### src/rtl/mips_fetch_pkg.sv
// Shared definitions for the instruction-fetch refill path.
// This includes the sequencer state, the word size and the line-base helper.
package mips_fetch_pkg;

  typedef enum logic [1:0] {
    IDLE,
    FILL,
    COMMIT
  } fetch_state_e;

  localparam int WORD_BYTES = 4;

  // Clear the byte and word offset of an address to get its cache-line base.
  function automatic logic [31:0] line_base(input logic [31:0] addr, input int offset_bits);
    logic [31:0] mask;
    mask = (32'd1 << (offset_bits + $clog2(WORD_BYTES))) - 32'd1;
    return addr & ~mask;
  endfunction

endpackage

### src/rtl/refill_beat_counter.sv
// Word-index counter for line refills.
// It has load-to-zero and advance controls, and it flags the last word of a line.
module refill_beat_counter #(
  parameter int OFFSET_BITS = 2
) (
  input  logic                   clk,
  input  logic                   rst_n,
  input  logic                   load,
  input  logic                   advance,
  output logic [OFFSET_BITS-1:0] cnt,
  output logic                   last
);

  always_ff @(posedge clk or negedge rst_n) begin
    if (!rst_n) begin
      cnt <= '0;
    end else if (load) begin
      cnt <= '0;
    end else if (advance) begin
      cnt <= cnt + 1'b1;
    end
  end

  assign last = (cnt == {OFFSET_BITS{1'b1}});

endmodule

### src/rtl/fetch_refill_controller.sv
// Instruction-cache miss sequencer. It stalls fetch on a miss and refills the line
// one word per accepted memory beat. It then commits the line tag and counts misses.
module fetch_refill_controller
  import mips_fetch_pkg::*;
#(
  parameter int WORDS_PER_LINE = 4,
  parameter int OFFSET_BITS    = $clog2(WORDS_PER_LINE),
  parameter int MISS_CNT_W     = 16
) (
  input  logic                   clk,
  input  logic                   rst_n,
  input  logic [31:0]            pc,
  input  logic                   hit,
  input  logic                   pc_src,
  output logic                   stall,
  output logic                   mem_req,
  output logic [31:0]            mem_addr,
  input  logic                   mem_ready,
  input  logic [31:0]            mem_rdata,
  output logic                   refill_we,
  output logic [OFFSET_BITS-1:0] refill_idx,
  output logic [31:0]            refill_data,
  output logic [31:0]            refill_line,
  output logic                   refill_done,
  output logic [MISS_CNT_W-1:0]  miss_count
);

  fetch_state_e           state, state_nxt;
  logic                   start_miss;
  logic                   beat_adv;
  logic                   beat_last;
  logic [OFFSET_BITS-1:0] cnt;

  refill_beat_counter #(
    .OFFSET_BITS(OFFSET_BITS)
  ) u_beat_cnt (
    .clk    (clk),
    .rst_n  (rst_n),
    .load   (start_miss),
    .advance(beat_adv),
    .cnt    (cnt),
    .last   (beat_last)
  );

  always_ff @(posedge clk or negedge rst_n) begin
    if (!rst_n) begin
      state <= IDLE;
    end else begin
      state <= state_nxt;
    end
  end

  // A redirect beats a miss in IDLE. Once a refill starts, pc_src has no effect
  // because a memory beat sequence cannot be abandoned.
  always_comb begin
    state_nxt   = state;
    stall       = 1'b0;
    mem_req     = 1'b0;
    refill_done = 1'b0;
    start_miss  = 1'b0;
    case (state)
      IDLE: begin
        if (!hit && !pc_src) begin
          stall      = 1'b1;
          start_miss = 1'b1;
          state_nxt  = FILL;
        end
      end
      FILL: begin
        stall   = 1'b1;
        mem_req = 1'b1;
        if (mem_ready && beat_last) begin
          state_nxt = COMMIT;
        end
      end
      COMMIT: begin
        stall       = 1'b1;
        refill_done = 1'b1;
        state_nxt   = IDLE;
      end
      default: state_nxt = IDLE;
    endcase
  end

  assign beat_adv = (state == FILL) && mem_ready;
  assign mem_addr = refill_line + 32'({cnt, 2'b00});

  always_ff @(posedge clk or negedge rst_n) begin
    if (!rst_n) begin
      refill_line <= '0;
      miss_count  <= '0;
    end else if (start_miss) begin
      refill_line <= line_base(pc, OFFSET_BITS);
      if (miss_count != {MISS_CNT_W{1'b1}}) begin
        miss_count <= miss_count + 1'b1;
      end
    end
  end

  // Accepted beats become a one-cycle registered write into the data array.
  always_ff @(posedge clk or negedge rst_n) begin
    if (!rst_n) begin
      refill_we   <= 1'b0;
      refill_idx  <= '0;
      refill_data <= '0;
    end else begin
      refill_we <= beat_adv;
      if (beat_adv) begin
        refill_idx  <= cnt;
        refill_data <= mem_rdata;
      end
    end
  end

endmodule

### config.mk
export PLATFORM = sky130hd
export DESIGN_NAME = fetch_refill_controller
export DESIGN_NICKNAME = d
export VERILOG_FILES = /design/src/rtl/mips_fetch_pkg.sv /design/src/rtl/refill_beat_counter.sv /design/src/rtl/fetch_refill_controller.sv
export SDC_FILE = /design/constraint.sdc
export NUM_CORES = 1
export LEC_CHECK = 0
export CAP_MARGIN = 20
export CORE_ASPECT_RATIO = 1.25
export CORE_MARGIN = 3
export CORE_UTILIZATION = 41
export CTS_BUF_LIST = sky130_fd_sc_hd__clkbuf_2 sky130_fd_sc_hd__clkbuf_4 sky130_fd_sc_hd__clkbuf_8
export CTS_CLUSTER_SIZE = 25
export DETAILED_ROUTE_END_ITERATION = 16
export PLACE_DENSITY = 0.79
export SYNTH_ARGS = -nofsm -noshare
export SYNTH_HDL_FRONTEND = slang
export SYNTH_HIERARCHICAL = 1
export SYNTH_SLANG_ARGS = --single-unit
### constraint.sdc
create_clock -name clk -period 2.8 [get_ports clk]
set_clock_uncertainty 0.05 [all_clocks]
set_input_delay 0.56 -clock clk [delete_from_list [all_inputs] [get_ports clk]]
set_output_delay 0.56 -clock clk [all_outputs]
set_load 0.02 [all_outputs]
### Yosys cells after proc, flatten, opt, wreduce, memory -nomap -nowiden

Index checks and enable logic that the tools add are counted.

| operators by class | value |
|---|---|
| add/sub/neg operators | 3 |
| equality and inequality tests | 6 |
| multiplexer cells | 10 |
| reductions and logical operators | 10 |

Operator list:

| kind | number |
|---|---|
| 32-bit by 4-bit adder with 32-bit output | 1 |
| 16-bit by 1-bit adder with 16-bit output, second input constant | 1 |
| 16-bit != test, second input constant | 1 |
| 2-bit two-way mux | 4 |
| 2-bit equality test, second input constant | 2 |
| 1-bit two-way mux | 4 |
| 2-bit != test, second input constant | 2 |
| 2-bit case mux with 2 select lines | 1 |
| 2-bit AND reduction | 2 |
| 1-bit logical AND | 3 |
| 2-bit by 1-bit adder with 2-bit output, second input constant | 1 |
| 2-bit by 1-bit equality test with 1-bit output, second input constant | 1 |
| 1-bit logical NOT | 2 |
| 2-bit logical NOT | 1 |
| 1-bit case mux with 2 select lines | 1 |
| 2-bit nonzero test | 1 |
| 2-bit OR reduction | 1 |

| word-level totals | value |
|---|---|
| register bits after elaboration | 83 |
| input bits | 69 |
| output and inout bits | 118 |

### Longest topological paths before layout

Gate-level depths: netlist of run 1.

| logic depth | value |
|---|---|
| depth after elaboration | 5 |
| gate-level depth with buffers | 8 |

### Cells and area by module

The synthesis of run 1 kept the hierarchy.

By module, submodules not included:

| module | instances | cells an instance | area an instance (sq um) | seq. area each (sq um) |
|---|---|---|---|---|
| fetch_refill_controller | 1 | 320 | 3,559.7 | 2,026.9 |
| refill_beat_counter | 1 | 7 | 88.8 | 50.0 |

### Worst setup path after synthesis of run 1

OpenSTA, ideal clock, no wires.

| timing path | value |
|---|---|
| path kind | register to output |
| start | register state[0] |
| end | output stall |
| arrival time | 1.790 ns |
| required time | 2.190 ns |
| setup slack | 0.400 ns |
| cell stages (with the launch flop) | 9 |
| cell sequence | dfrtp_1 inv_1 ha_1 or3b_1 buf_2 inv_2 clkbuf_1 nor2_1 nor2_1 |

| between the ends | value |
|---|---|
| longest elaborated chain between the ends | 3 |

RTL lines:

| item | line | RTL |
|---|---|---|
| start, declared | fetch_refill_controller.sv:28 | `fetch_state_e state, state_nxt;` |
| start signal, assigned | fetch_refill_controller.sv:49 | `state <= state_nxt;` |
| 2-bit by 1-bit equality test with 1-bit output / 2-bit equality test (equally long branches) | fetch_refill_controller.sv:61 | `case (state)` |
| 2-bit OR reduction (no line) | -- |  |
| 1-bit case mux with 2 select lines * | fetch_refill_controller.sv:61 |  |
| end, declared | fetch_refill_controller.sv:15 | `output logic stall,` |

Every way passes the cells marked *; elsewhere a longest branch is shown, timed or not.

### Final worst setup path of run 1

| timing path | value |
|---|---|
| start | register state[1] |
| end | output stall |

The elaborated chain is that of the path after synthesis.

==> metrics list, run 1 <==
- The number of cells on the worst reg-to-reg path is 7.
- Die outline area: 0.01007 mm²
* Number of setup violations in the final report: 0
* Antenna-violating nets left: 0
- Mean area per synthesized cell: 11.16 µm²
- Overall power after layout: 0.006083 W
- For the finished layout, the period the worst path requires is 2542 ps.
- Synthesis inferred 83 register bits.
* CTS root buffer: sky130_fd_sc_hd__clkbuf_8
* Share of the core filled with cells in the final layout: 65.82%
- Initial DRC Count: 120
- Summed over its instances, the top area cell type makes up 56.93% of the synthesized netlist area.
- STA classifies the critical path endpoint as an output pin.
- Cell area after synthesis: 0.003648 mm²
- After detailed routing, the average wire length per cell comes to 14.38 µm.
- From synthesis to final layout, the design area changed by 51.99%.
- Setup repair after global routing left no endpoint under its margin.
- Setup slack on the worst reg-to-reg path comes out at 410 ps.
* Mean number of vias per cell: between 4 and 5
- Count of inserted antenna diode cells: 0
* Dominant cells by area after synthesis: sky130_fd_sc_hd__dfrtp_1 57%, sky130_fd_sc_hd__mux2_2 11%, sky130_fd_sc_hd__nand2_1 9.6%, sky130_fd_sc_hd__buf_4 7.0%, sky130_fd_sc_hd__xor2_1 2.2%
* Initial core utilization: 43.30%
- Latest clock arrival within the worst-skew pair: about 340 ps
* Slew headroom: between 50% and 60%
* Placement Rows: 37
* Commonest cells after routing, fill and taps aside: 174 x sky130_fd_sc_hd__clkdlybuf4s50_1, 93 x sky130_fd_sc_hd__nand2_1, 83 x sky130_fd_sc_hd__dfrtp_1, 35 x sky130_fd_sc_hd__mux2_2, 12 x sky130_fd_sc_hd__clkbuf_8
- Flip-flop cell with the highest count after synthesis: sky130_fd_sc_hd__dfrtp_1
- For this run, the total global-route usage over all layers was measured as ~18%.
- Worst slack at placement: 8.507 ps
- For this design the static power due to leakage is 2.522 nW.
* Final number of max-transition violations: 0
* Post-synth EDFFs: 0
- Post-CTS timing repair inserted 0 buffers for setup.
- Clock-pin slew was measured on the worst setup and hold paths at 80 ps.
* Kind of start point of the critical path: register
* Critical path type: reg2out
- VDD sags by at most 0.0005608 V.
* WHS: 197.3 ps
* Crit path setup slack, layout: 258.3 ps
* Ports placed on the boundary: between 150 and 200
* Synthesized netlist cell count: 327
- Clock buffer depth: 2
* Total grt overflow: 0
- Class of the tightest hold or removal check: in2async
* Number of nets in the finished design: 555
* Total vias in the final route: approximately 2800
- Highest Clock Rate: 0.3934 GHz
- After synthesis, flip-flops and latches occupy 56.93% of the total area.
- Data arrival time of the critical path: around 1900 ps
- The HPWL after detailed placement is ~6600 µm.
* Die boundary height: 111.5 µm
- For this run, the number of Yosys warnings is 6.
* Fraction of final layout cells sized beyond drive strength 1: 13.20%
- TritonCTS built the clock tree.
- Status: finished clean
- The clock tree synthesis step divided the H-tree into 3 levels.
- Post-Route WL: 8654 µm
* Critical path fanouts, max: 3
- The floorplan step defined a core boundary enclosing 0.008426 mm².
- Setup TNS: 0 ps
- The startpoint identified for the worst register-to-register timing path is state[1].
- Num CTS Buffers: 9
- Maximum number of pins on one net before global-route repair: 51
* Transition time of the tightest slew-check pin: around 650 ps
* Max capacitance violation total: 0
* Proportion of synthesized flip-flops having asynchronous set or reset: 100.0%
- The count of buffers added on input and output ports is 176.
- The endpoint identified for the worst register-to-register timing path is miss_count[10].
- Count of unresolved DRC violations after routing: 0
* Routability Congestion: about 0.77
- For this design the ratio of total power to cell area is ~1100 mW/mm².
* Number of library cell types mapped by synthesis: 36
- The clock net in this run drives a total of 83 sinks.
- The number of global-route vias before repair was 2939.
- Chip width: 90.38 µm
- Of all cell types, the one taking the most synthesized area is sky130_fd_sc_hd__dfrtp_1.
- The final number of hold-violating endpoints was 0.
- Part of the cycle the worst path needs: 90.78%
- The initial antenna violation count is 0.
- First drt pass iteration count: 6
- After filler insertion, the fill cell instance count of the layout stands at 690.
* Most common library cell in the layout ignoring fill and taps: sky130_fd_sc_hd__clkdlybuf4s50_1
* Worst path required time: between 2000 and 2500 ps
* Wire length of the first global-routing pass: 14300 µm
## metrics by stage
stage	std cells	area (µm²)
finish	602	5545
detailed placement	586	5329
global route	602	5545
global placement	586	5329
CTS	602	5545
floorplan	332	3667
## cells in the mapped netlist, drive strengths merged (2+ instances only)
| cell | n |
|---|---|
| buf | 36 |
| clkbuf | 8 |
| dfrtp | 83 |
| ha | 6 |
| inv | 6 |
| mux2 | 36 |
| mux2i | 3 |
| nand2 | 93 |
| nand3 | 3 |
| nand4 | 5 |
| nor2 | 11 |
| nor3 | 3 |
| nor4 | 4 |
| o21a | 3 |
| o21ai | 4 |
| or3 | 2 |
| xnor2 | 2 |
| xor2 | 9 |
## timing repair
item | CTS | global route
hold buffers | 0 | 0
resized for setup | 1 | 0
setup endpoints to repair | 1 | 0
## layout make-up
cell class	instances	area (µm²)	share of cell area, %
sequential	83	2077	37.45
timing repair buffer	181	1808	32.60
multi-input combinational	199	1274	22.97
clock buffer	15	187.7	3.384
tap	117	146.4	2.640
clock inverter	1	30.03	0.5415
inverter	6	22.52	0.4061
## flip-flops by register name, indices dropped and copies added (netlist names)
register	flops
refill_idx	2
refill_line	28
refill_data	32
state	2
u_beat_cnt/cnt	2
refill_we	1
miss_count	16
## metal layers
| metal | share of wire, % | track usage, % | up-vias | wire (µm) |
|---|---|---|---|---|
| met5 | 0 | 0 | - | 0 |
| met4 | 1.7 | 7.048 | 0 | 143 |
| met3 | 10 | 7.365 | 11 | 871 |
| met2 | 49 | 29.56 | 126 | 4280 |
| met1 | 39 | 19.71 | 1333 | 3360 |
| li1 | - | - | 1336 | - |
## worst max-delay path, stage by stage (launching register included)
cell	delay, ps
sky130_fd_sc_hd__dfrtp_1	400
sky130_fd_sc_hd__inv_1	110
sky130_fd_sc_hd__ha_1	170
sky130_fd_sc_hd__or3b_1	390
sky130_fd_sc_hd__inv_2	70
sky130_fd_sc_hd__nor2_1	40
sky130_fd_sc_hd__nor2_1	70
sky130_fd_sc_hd__dlygate4sd2_1	340
## report_power, final
part | switching (W) | internal (W)
Combinational | 0.00154 | 0.00159
Sequential | 0.000348 | 0.00169
Clock | 0.000394 | 0.000516
## worst max-delay path by stage
stage | start | slack (ps) | cells after the start | end
final | state[1] | 260 | 7 | stall
after global routing | state[0] | 80 | 7 | stall
after CTS | state[1] | 230 | 7 | stall
after detailed placement | pc_src | 9 | 6 | stall
after global placement | pc_src | 20 | 6 | stall
after floorplan | state[0] | 400 | 8 | stall
## cells by family after synthesis
logic type      share of synthesized area (%)
simple gates                            15.95
buf+inv                                 8.676
flops                                   56.93
mux                                     11.93
fa+ha+maj                               2.058
other cells                            0.1028
xor+xnor                                2.641
compound gates                          1.715
No activity file was read; power rests on OpenSTA's default activity.
==> run 2, diff against run 1 <==
- CAP_MARGIN: 20 -> unset
==> results of run 2 <==
Final layout, timing and power as in run 1 (identical DEF).
